**src/rtl/dmem_arbiter.sv**
```systemverilog
// dmem_arbiter: shares one synchronous-read data RAM port between a CPU load/store
// path and a display fetch path. Video normally wins, but a CPU that has lost
// STARVE consecutive arbitration cycles is forced to win the next one. CPU loads
// stall the processor for two cycles (address, data capture) and release it in
// the third cycle. Video is granted whenever the port is otherwise free.
module dmem_arbiter #(
    parameter int AW     = 14,
    parameter int DW     = 32,
    parameter int STARVE = 4
) (
    input  logic          clk,
    input  logic          reset,
    input  logic          cpu_req,
    input  logic          cpu_wr,
    input  logic [AW-1:0] cpu_addr,
    input  logic [DW-1:0] cpu_wdata,
    output logic [DW-1:0] cpu_rdata,
    output logic          cpu_enable,
    input  logic          vid_req,
    input  logic [AW-1:0] vid_addr,
    output logic          vid_ack,
    output logic [DW-1:0] vid_rdata,
    output logic          vid_valid,
    output logic [AW-1:0] mem_addr,
    output logic          mem_wr,
    output logic [DW-1:0] mem_wdata,
    input  logic [DW-1:0] mem_rdata
);

    // Starvation counter sized to hold the value STARVE itself.
    localparam int SW = (STARVE < 1) ? 1 : $clog2(STARVE + 1);
    localparam logic [SW-1:0] STARVE_MAX = SW'(STARVE);
    localparam logic [SW-1:0] STARVE_ONE = SW'(1);

    typedef enum logic [1:0] {
        ST_IDLE        = 2'd0,
        ST_CPU_DATA    = 2'd1,
        ST_CPU_RELEASE = 2'd2
    } state_t;

    state_t          r_state;
    logic [SW-1:0]   r_starve_cnt;
    logic [DW-1:0]   r_cpu_rdata;
    logic            r_vid_valid;
    logic [DW-1:0]   r_vid_rdata;

    logic            w_vid_grant;
    logic            w_cpu_grant;
    logic            w_starve_ok;

    assign w_starve_ok = (r_starve_cnt < STARVE_MAX);

    // Same-cycle arbitration of the RAM port between video and CPU.
    always_comb begin
        w_vid_grant = 1'b0;
        w_cpu_grant = 1'b0;
        case (r_state)
            ST_IDLE: begin
                w_vid_grant = vid_req && (!cpu_req || w_starve_ok);
                w_cpu_grant = cpu_req && !w_vid_grant;
            end
            // The port is idle while a load completes, so video may use it.
            ST_CPU_DATA, ST_CPU_RELEASE: begin
                w_vid_grant = vid_req;
                w_cpu_grant = 1'b0;
            end
            default: begin
                w_vid_grant = 1'b0;
                w_cpu_grant = 1'b0;
            end
        endcase
    end

    // RAM port steering: the granted requester drives the address, CPU by default.
    always_comb begin
        mem_addr  = cpu_addr;
        mem_wr    = 1'b0;
        mem_wdata = cpu_wdata;
        vid_ack   = w_vid_grant;
        if (w_vid_grant) begin
            mem_addr = vid_addr;
        end else begin
            mem_addr = cpu_addr;
        end
        if (w_cpu_grant && cpu_wr) begin
            mem_wr = 1'b1;
        end else begin
            mem_wr = 1'b0;
        end
    end

    // Processor enable: stall while a CPU access is outstanding or has lost arbitration.
    always_comb begin
        cpu_enable = 1'b0;
        case (r_state)
            ST_IDLE: begin
                if (cpu_req) begin
                    // Stores complete in the grant cycle; loads stall.
                    cpu_enable = w_cpu_grant && cpu_wr;
                end else begin
                    cpu_enable = 1'b1;
                end
            end
            ST_CPU_DATA:    cpu_enable = 1'b0;
            ST_CPU_RELEASE: cpu_enable = 1'b1;
            default:        cpu_enable = 1'b0;
        endcase
    end

    // Load sequencing FSM and starvation counter.
    always_ff @(posedge clk or posedge reset) begin
        if (reset) begin
            r_state      <= ST_IDLE;
            r_starve_cnt <= '0;
        end else begin
            case (r_state)
                ST_IDLE: begin
                    if (w_cpu_grant) begin
                        r_starve_cnt <= '0;
                        if (cpu_wr) begin
                            r_state <= ST_IDLE;
                        end else begin
                            r_state <= ST_CPU_DATA;
                        end
                    end else if (cpu_req && w_vid_grant) begin
                        r_state <= ST_IDLE;
                        if (r_starve_cnt < STARVE_MAX) begin
                            r_starve_cnt <= r_starve_cnt + STARVE_ONE;
                        end else begin
                            r_starve_cnt <= r_starve_cnt;
                        end
                    end else begin
                        r_state      <= ST_IDLE;
                        r_starve_cnt <= r_starve_cnt;
                    end
                end
                ST_CPU_DATA: begin
                    r_state <= ST_CPU_RELEASE;
                end
                // The held cpu_req belongs to the load just served; do not re-grant it.
                ST_CPU_RELEASE: begin
                    r_state <= ST_IDLE;
                end
                default: begin
                    r_state      <= ST_IDLE;
                    r_starve_cnt <= '0;
                end
            endcase
        end
    end

    // CPU load data register: captures the RAM output only in the data cycle.
    always_ff @(posedge clk or posedge reset) begin
        if (reset) begin
            r_cpu_rdata <= '0;
        end else if (r_state == ST_CPU_DATA) begin
            r_cpu_rdata <= mem_rdata;
        end else begin
            r_cpu_rdata <= r_cpu_rdata;
        end
    end

    // Video return pipeline: valid follows a grant by one cycle; last word is kept.
    always_ff @(posedge clk or posedge reset) begin
        if (reset) begin
            r_vid_valid <= 1'b0;
            r_vid_rdata <= '0;
        end else begin
            r_vid_valid <= w_vid_grant;
            if (r_vid_valid) begin
                r_vid_rdata <= mem_rdata;
            end else begin
                r_vid_rdata <= r_vid_rdata;
            end
        end
    end

    // Video data shows the RAM word in its valid cycle and holds it afterwards.
    always_comb begin
        if (r_vid_valid) begin
            vid_rdata = mem_rdata;
        end else begin
            vid_rdata = r_vid_rdata;
        end
    end

    assign cpu_rdata = r_cpu_rdata;
    assign vid_valid = r_vid_valid;

endmodule

```
**config.mk**
```make
export PLATFORM = sky130hd
export DESIGN_NAME = dmem_arbiter
export DESIGN_NICKNAME = d
export VERILOG_FILES = /design/src/rtl/dmem_arbiter.sv
export SDC_FILE = /design/constraint.sdc
export NUM_CORES = 1
export LEC_CHECK = 0
export BUFFER_PORTS_ARGS = -buffer_cell sky130_fd_sc_hd__buf_2
export CORE_UTILIZATION = 45
export DETAILED_ROUTE_END_ITERATION = 10
export GPL_ROUTABILITY_DRIVEN = 0
export PLACE_DENSITY_LB_ADDON = 0.2
export SLEW_MARGIN = 20
export SYNTH_ARGS = -nofsm -noshare
export SYNTH_HDL_FRONTEND = slang
export SYNTH_SLANG_ARGS = --single-unit
```
**constraint.sdc**
```tcl
create_clock -name clk -period 3.7 [get_ports clk]
set_clock_uncertainty 0.15 [all_clocks]
set_input_delay 0.74 -clock clk [delete_from_list [all_inputs] [get_ports clk]]
set_output_delay 0.74 -clock clk [all_outputs]
set_load 0.01 [all_outputs]
```
==> results of run 1 <==
[cells in the final DEF, fill, tap and decap left out, types with 2 or more instances in the layout]
cell type and instances:
buf_2 146, inv_1 4, clkbuf_1 2, ha_1 4, mux2_1 4, mux2_2 66, nor3_1 2, mux2_4 9
nor2b_1 3, o21ai_0 2, buf_4 3, clkbuf_8 9, dfrtp_1 70, clkinv_4 2
[worst paths after layout]
kind / start / endpoint / slack, ns / cells past startpoint
max: r_state[0]$_DFF_PP0_ / mem_addr[0] / 0.57 / 5
min reg2reg: r_vid_rdata[4]$_DFF_PP0_ / r_vid_rdata[4]$_DFF_PP0_ / 0.33 / 1
max reg2reg: r_state[1]$_DFF_PP0_ / cpu_rdata[11]$_DFFE_PP0P_ / 1.77 / 3
min: r_vid_rdata[4]$_DFF_PP0_ / r_vid_rdata[4]$_DFF_PP0_ / 0.33 / 1
max in group asynchronous: reset / r_vid_rdata[15]$_DFF_PP0_ / 2.27 / 3
min in group asynchronous: reset / cpu_rdata[23]$_DFFE_PP0P_ / 0.37 / 2
[registers in the layout, summed over array words and instances (netlist names)]
name / flops
r_state: 2
r_starve_cnt: 3
cpu_rdata: 32
r_vid_rdata: 32
vid_valid: 1
[metal layers]
metal  global-route usage (%)  vias to the layer above  share of wire (%)
met3                     7.22                       20                8.7
met2                     30.6                      101                 51
met5                        0                        -                  0
li1                         -                      948                  -
met4                     7.42                        0                1.5
met1                     20.3                      950                 39
[stage by stage]
stage          hold WS [ns]  power [mW]  cell area [µm²]  utilization, %  worst slack, ns
6_report              0.332        2.10             3950            58.2            0.575
5_1_grt               0.354        2.21             3950            58.2            0.496
2_1_floorplan         0.327        1.32             3180               -             1.04
3_5_place_dp          0.318        1.52             3760            55.4            0.870
3_3_place_gp          0.312        1.51             3760            55.4            0.906
4_1_cts               0.335        2.12             3950            58.2            0.552
[cell families (layout without fill, tap and decap cells)]
group / Yosys count / after routing / share of synthesized area [%]
AO/OA/AOI/OAI: 8 / 8 / 2.60
flip-flops: 70 / 70 / 55.2
AND/OR/NAND/NOR: 7 / 7 / 1.50
adder cells (fa/ha/maj): 5 / 5 / 1.97
multiplexers: 79 / 79 / 29.1
buffers and inverters: 46 / 170 / 9.69
[final cells by class]
| cell class | count | area (µm²) | area share (%) |
|---|---|---|---|
| sequential | 70 | 1750 | 44.3 |
| multi-input combinational | 99 | 1120 | 28.3 |
| timing repair buffer | 149 | 753 | 19.1 |
| clock buffer | 11 | 131 | 3.32 |
| tap | 96 | 120 | 3.04 |
| clock inverter | 5 | 60.1 | 1.52 |
| inverter | 5 | 18.8 | 0.475 |
[power groups by stage]
stage / combinational [mW] / sequential (mW) / clock [mW]
2_1_floorplan: 0.303 / 1.02 / 0
3_3_place_gp: 0.535 / 0.974 / 0
3_5_place_dp: 0.542 / 0.982 / 0
4_1_cts: 0.544 / 0.967 / 0.610
5_1_grt: 0.582 / 0.983 / 0.649
6_report: 0.535 / 0.965 / 0.597
==> results.txt, run 1 <==
In this run, post-CTS hold repair placed 0 buffers. Counting every net in the synthesized netlist gives 317. The layout overhead on the synthesized area is 24.5%.

Setup violations remaining at the end of the flow were counted as 0. The critical path goes through inv_1, ha_1, o21ai_4, mux2_2, buf_2. The tools report the final-stage net count as 436. The count of distinct cell types in the synthesized netlist was 21; the first-iteration detailed-routing DRC count was 43.

In this run, the combinational gates consume 25.5% of the power. At the worst endpoint, the arrival time is 2.24 ns. Global routing used 18.1% of the available tracks.

Clock-pin slew was measured on the worst setup and hold paths at 0.07 ns. The floorplan step defined a core boundary enclosing 0.00679 mm². Vertical die dimension: 86.0 µm. The nature of the critical path endpoint was an output pin. The run gives 0 as the max-cap violation count. On the critical path, the stage with the largest delay is an instance of o21ai_4. Setup repair after global routing left no endpoint under its margin. The worst path uses 84.5% of the clock period.

The net switching power is 0.596 mW. The residual overflow from global routing is 0. Worst hold path class: reg2reg.

In this run the static leakage power is 1.98 nW. The number of top-level design ports is 211, and the post-synthesis cell area is 0.00318 mm². For this run, the number of Yosys warnings is 0. The logs give 0 for the number of antenna violations at the first check in global routing and 320 MHz for the maximum operating frequency. Synthesis inferred 70 register bits. The maximum ir drop on the vdd rail was 0.351 mV. After synthesis, the largest area contributor takes up 55.2% of total cell area.

The worst setup path is of the reg2out kind. Count of non-filler cells in the finished layout: 435. Final number of max-transition violations: 0. After synthesis, the share of flip-flops with an asynchronous set or reset is 100%. The run gives 0 as the number of design rule violations left after detail routing. The power density over the cells was 530 mW/mm².

In the synthesized netlist, the cells that appear most often are 70 x dfrtp_1, 66 x mux2_2, 32 x buf_4, 9 x mux2_4, 6 x buf_2. The internal power of the cells totals 1.50 mW. The latest clock arrival within the worst-skew pair is 0.33 ns.

TritonCTS built the clock tree. The post-cts resize count was 0; the worst path required time was 2.81 ns. Broken down by cell family, the worst path's largest delay share belongs to compound AO/OA/AOI/OAI gates. The initial cell density of the core is 46.7%. The total clock sinks is 70.

In this run, synthesis inferred 0 flip-flops with an integrated enable. Number of buffers and inverters on the critical path: 2. The repair_antennas step left the layout with diodes totalling 0. Among all flip-flop cells after synthesis, the most frequent one is dfrtp_1.

The number of routed nets with antenna violations is 0, and the delay of the slowest critical-path stage is 0.52 ns. The worst-case headroom to the max-slew limit was 42.2%. The tools report the CTS root buffer as clkbuf_8.

The tools report the number of H-tree levels as 3. Yosys attributes the largest share of cell area to dfrtp_1 55%, mux2_2 23%, buf_4 7.6%, mux2_4 4.3%, ha_1 2.0%. The slew of the pin with the lowest slew margin is 0.866 ns. Averaged over all synthesized cells, the footprint is 14.8 µm².

dfrtp_1 takes more of the synthesized area than any other cell. The share of the Yosys chip area taken by registers is 55.2%. The logs give 0 ns for the setup TNS after final layout and 2026 for the via count of the first global-routing pass. The tools report the post-DP HPWL as 4830 µm.

Sequential cells account for 46.0% of the total power. Per report_power, the clock group accounts for 28.4% of the total. The clock passes through at most 2 buffers. Switching share of power: 28.4%. The flow ran to the end, and the final reports show no timing, DRC or antenna violations. The post-route netlist has 72.3% of its cells at a drive strength greater than 1. The routed via count came out at 2019.

The number of failing hold endpoints at the final stage is 0, and the gate count after technology mapping is 215. The logs give 9890 µm for the wire length of the first global-routing pass and 30 for the placement row count. The minimum period implied by the final worst setup slack is 3.13 ns, and the die outline area is 0.00740 mm².

Entering global routing, the biggest net connects 35 pins. The vias per cell was 4.64. The number of port buffers is 146. In the final routed layout, each cell accounts on average for 15.2 µm.

Dominant cell by count in the synthesized netlist: dfrtp_1. In this run the worst path has a maximum fanout of 15. From left edge to right edge, the die measures 86.0 µm. After clock tree synthesis, the setup repair step added 0 buffers. Buffers inserted during clock tree synthesis total 9. The pre-antenna-repair detailed-routing pass consisted of 4 iterations.

The total wire length is 6620 µm, and the number of instances in the placed design is 419. Startpoint type of the worst setup path: a register. The filler cells instantiated in the layout total 593.
No activity file was read; power rests on OpenSTA's default activity.
==> run 2: changes to the inputs <==
--- a/config.mk
+++ b/config.mk
@@ -6,7 +6,7 @@
 export NUM_CORES = 1
 export LEC_CHECK = 0
 export BUFFER_PORTS_ARGS = -buffer_cell sky130_fd_sc_hd__buf_2
-export CORE_UTILIZATION = 45
+export CORE_UTILIZATION = 38
 export DETAILED_ROUTE_END_ITERATION = 10
 export GPL_ROUTABILITY_DRIVEN = 0
 export PLACE_DENSITY_LB_ADDON = 0.2
==> constraint.sdc (replaced) <==
create_clock -name clk -period 2.6 [get_ports clk]
set_clock_uncertainty 0.15 [all_clocks]
set_input_delay 0.52 -clock clk [delete_from_list [all_inputs] [get_ports clk]]
set_output_delay 0.52 -clock clk [all_outputs]
set_load 0.01 [all_outputs]
==> results.txt, run 2 (synthesis gave the netlist of run 1 again) <==
The flow ran to the end, but the final reports show violations. The final reports fail on negative setup slack. In this run the critical register-to-register path is captured at cpu_rdata[14]$_DFFE_PP0P_. The net switching power was 0.872 mW (+46%); the via count of the first global-routing pass was 2070 (+2.2%).

Traced cell by cell, the critical path runs through inv_2, ha_4, a21boi_4, o21ai_4, buf_6, mux2_4, buf_6. The most critical setup path has its startpoint at r_state[1]$_DFF_PP0_. The tools report the area of the core as 0.00789 mm² (+16%). The total power is 3.09 mW (+47%), and the power density over the cells is 733 mW/mm² (+38%). The number of instances in the placed design was 427 (+1.9%). The switching share of power was 28.2% (-0.18 points); the sequential power share was 44.5% (-1.5 points).

For the die outline area, the log shows 0.00873 mm² (+18%). For the share of total power in the clock network, the log shows 28.8% (+0.4 points). Number of H-tree levels: 3 (unchanged). The run gives 0 (unchanged) as the number of design rule violations left after detail routing. The routed via count was 2113 (+4.7%); the maximum number of pins on one net before global-route repair was 71 (+100%). The global router's overall resource usage is 15.5% (-2.6 points), and the worst path required time is 1.93 ns (-0.88 ns). The post-placement worst setup slack was 0.261 ns (-0.610 ns); the number of top-level design ports was 211 (unchanged).

The worst-case headroom to the max-slew limit was 73.6% (+31 points); the vias per cell was 4.72 (+1.6%). Latest clock arrival within the worst-skew pair: 0.33 ns (about the same). For the hold-fix buffer count after cts, the log shows 0 (unchanged). The worst setup path is launched from a register. The delay of the slowest critical-path stage is 0.39 ns (-0.13 ns), and the minimum period implied by the final worst setup slack is 2.61 ns.

In the layout the commonest cells are 132 x buf_2, 70 x dfrtp_1, 61 x mux2_2. For the data arrival time of the critical path, the log shows 1.94 ns (-0.30 ns). The number of antenna violations at the first check in global routing is 0 (unchanged), and the wire length of the first global-routing pass is 10100 µm (+2.6%). The count of fill cells added during filler insertion was 672 (+13%); the number of routed nets with antenna violations was 0 (unchanged). The diode insertion count for antenna repair came out at 0 (unchanged). The start of the worst register-to-register path was r_state[0]$_DFF_PP0_. The internal portion of total power came out at 2.22 mW (+48%). In this run the clock root is driven by a clkbuf_8. The run gives 26.7% (+1.2 points) as the combinational share of power. The first-iteration detailed-routing DRC count was 35 (-19%). The cell that appears most often on the critical path is buf_6. The worst-case reg-to-reg path depth came out at 4 (+1).

The register clock-pin slew on the reported worst setup and hold paths is 0.08 ns (about the same). The final number of max-transition violations was 0 (unchanged); the vertical die dimension was 93.4 µm (+8.6%). Nature of the critical path endpoint: an output pin. The residual overflow from global routing was 0 (unchanged); the number of port buffers was 146 (unchanged).

The layout overhead on the synthesized area works out to 32.7%. The count of non-filler cells in the finished layout came out at 448 (+3.0%). TritonCTS built the clock tree. The final-stage net count is 443 (+1.6%), and the number of failing hold endpoints at the final stage is 0 (unchanged). The placement row count was 32 (+6.7%); the total wire length was 6760 µm (+2.1%).

Timing would allow up to 383 MHz. The wire length per cell after detailed routing works out to 15.1 µm (-0.85%). The path class of the tightest hold or removal check is in2async. The initial cell density of the core is 40.3% (-6.5 points).

The most common cell after layout, fill and taps aside was buf_2. The register-to-register path setup slack was 0.81 ns (-0.96 ns). The post-DP HPWL is 4760 µm (-1.4%), and the deepest clock path buffer count is 2 (unchanged).

The run gives 3 (-1) as the number of iterations in the first detailed-routing pass. The slew of the pin with the lowest slew margin works out to 0.395 ns (-0.471 ns). The share of the clock period used by the worst path after layout is 100%, and the number of setup violations in the final report is 2 (+2). Proportion of layout cells with a drive suffix above 1: 74.3% (+2.0 points). The number of buffers created by CTS is 9 (unchanged). The run gives 0 (unchanged) as the max-cap violation count. The die width is 93.4 µm (+8.6%), and the highest net fanout along the worst path is 6 (-9). The critical path is of the reg2out type.

The logs give -0.00761 ns (-0.582 ns) for the setup slack of the critical path after layout and 0.520 mV (+48%) for the maximum ir drop on the vdd rail. For the total clock sinks, the log shows 70 (unchanged). The largest individual stage delay along the critical path comes from the cell dfrtp_1. The leakage power figure was 2.10 nW (+6.1%). Setup repair after global routing could not meet its margin everywhere.
run 2: layer usage:
metal / wire length (µm) / global-route usage, %
met5: 0 / 0
met4: 108 / 6.79
met3: 551 / 5.12
met2: 3420 / 26.3
met1: 2680 / 17.7
run 2: area by class of cell:
cell class	instances	area (µm²)	share of cell area, %
Clock buffer	10	138	3.27
Clock inverter	6	68.8	1.63
Inverter	5	18.8	0.445
Multi-Input combinational cell	99	1150	27.3
Sequential cell	70	1750	41.6
Tap cell	102	128	3.03
Timing Repair Buffer	156	960	22.8
run 2: per-stage QoR:
stage	setup TNS [ns]	util, %	hold slack [ns]	instance area [µm²]
floorplan	0	-	0.327	3180
global placement	0	48.5	0.312	3820
detailed placement	0	48.5	0.319	3820
CTS	0	51.3	0.105	4050
global route	-0.799	53.4	0.130	4210
finish	-0.00799	53.4	0.0958	4210
run 2: worst max path at each step:
stage,depth (start not counted),endpoint
after floorplan,1,cpu_rdata[0]$_DFFE_PP0P_
after global placement,6,mem_addr[2]
after detailed placement,6,mem_addr[2]
after CTS,7,mem_addr[2]
after global routing,7,mem_addr[3]
final,7,mem_addr[3]
run 2: power groups by stage:
| stage | Sequential, mW | Clock [mW] | Combinational (mW) |
|---|---|---|---|
| CTS | 1.38 | 0.914 | 0.791 |
| floorplan | 1.45 | 0 | 0.431 |
| global placement | 1.39 | 0 | 0.775 |
| detailed placement | 1.40 | 0 | 0.785 |
| global route | 1.40 | 0.966 | 0.890 |
| finish | 1.37 | 0.891 | 0.825 |
run 2: critical path: cells and delay by family (launching register included):
kind / cells / cell delay, ns
flops: 1 / 0.39
compound gates: 2 / 0.38
buf+inv: 3 / 0.37
mux: 1 / 0.31
fa+ha+maj: 1 / 0.16
run 2: repair_timing:
action | in CTS | in global routing
gates resized for setup | 2 | 23
setup buffers | 0 | 4
pin swaps | 0 | 2
setup endpoints to repair | 14 | 14
gates cloned | 0 | 1
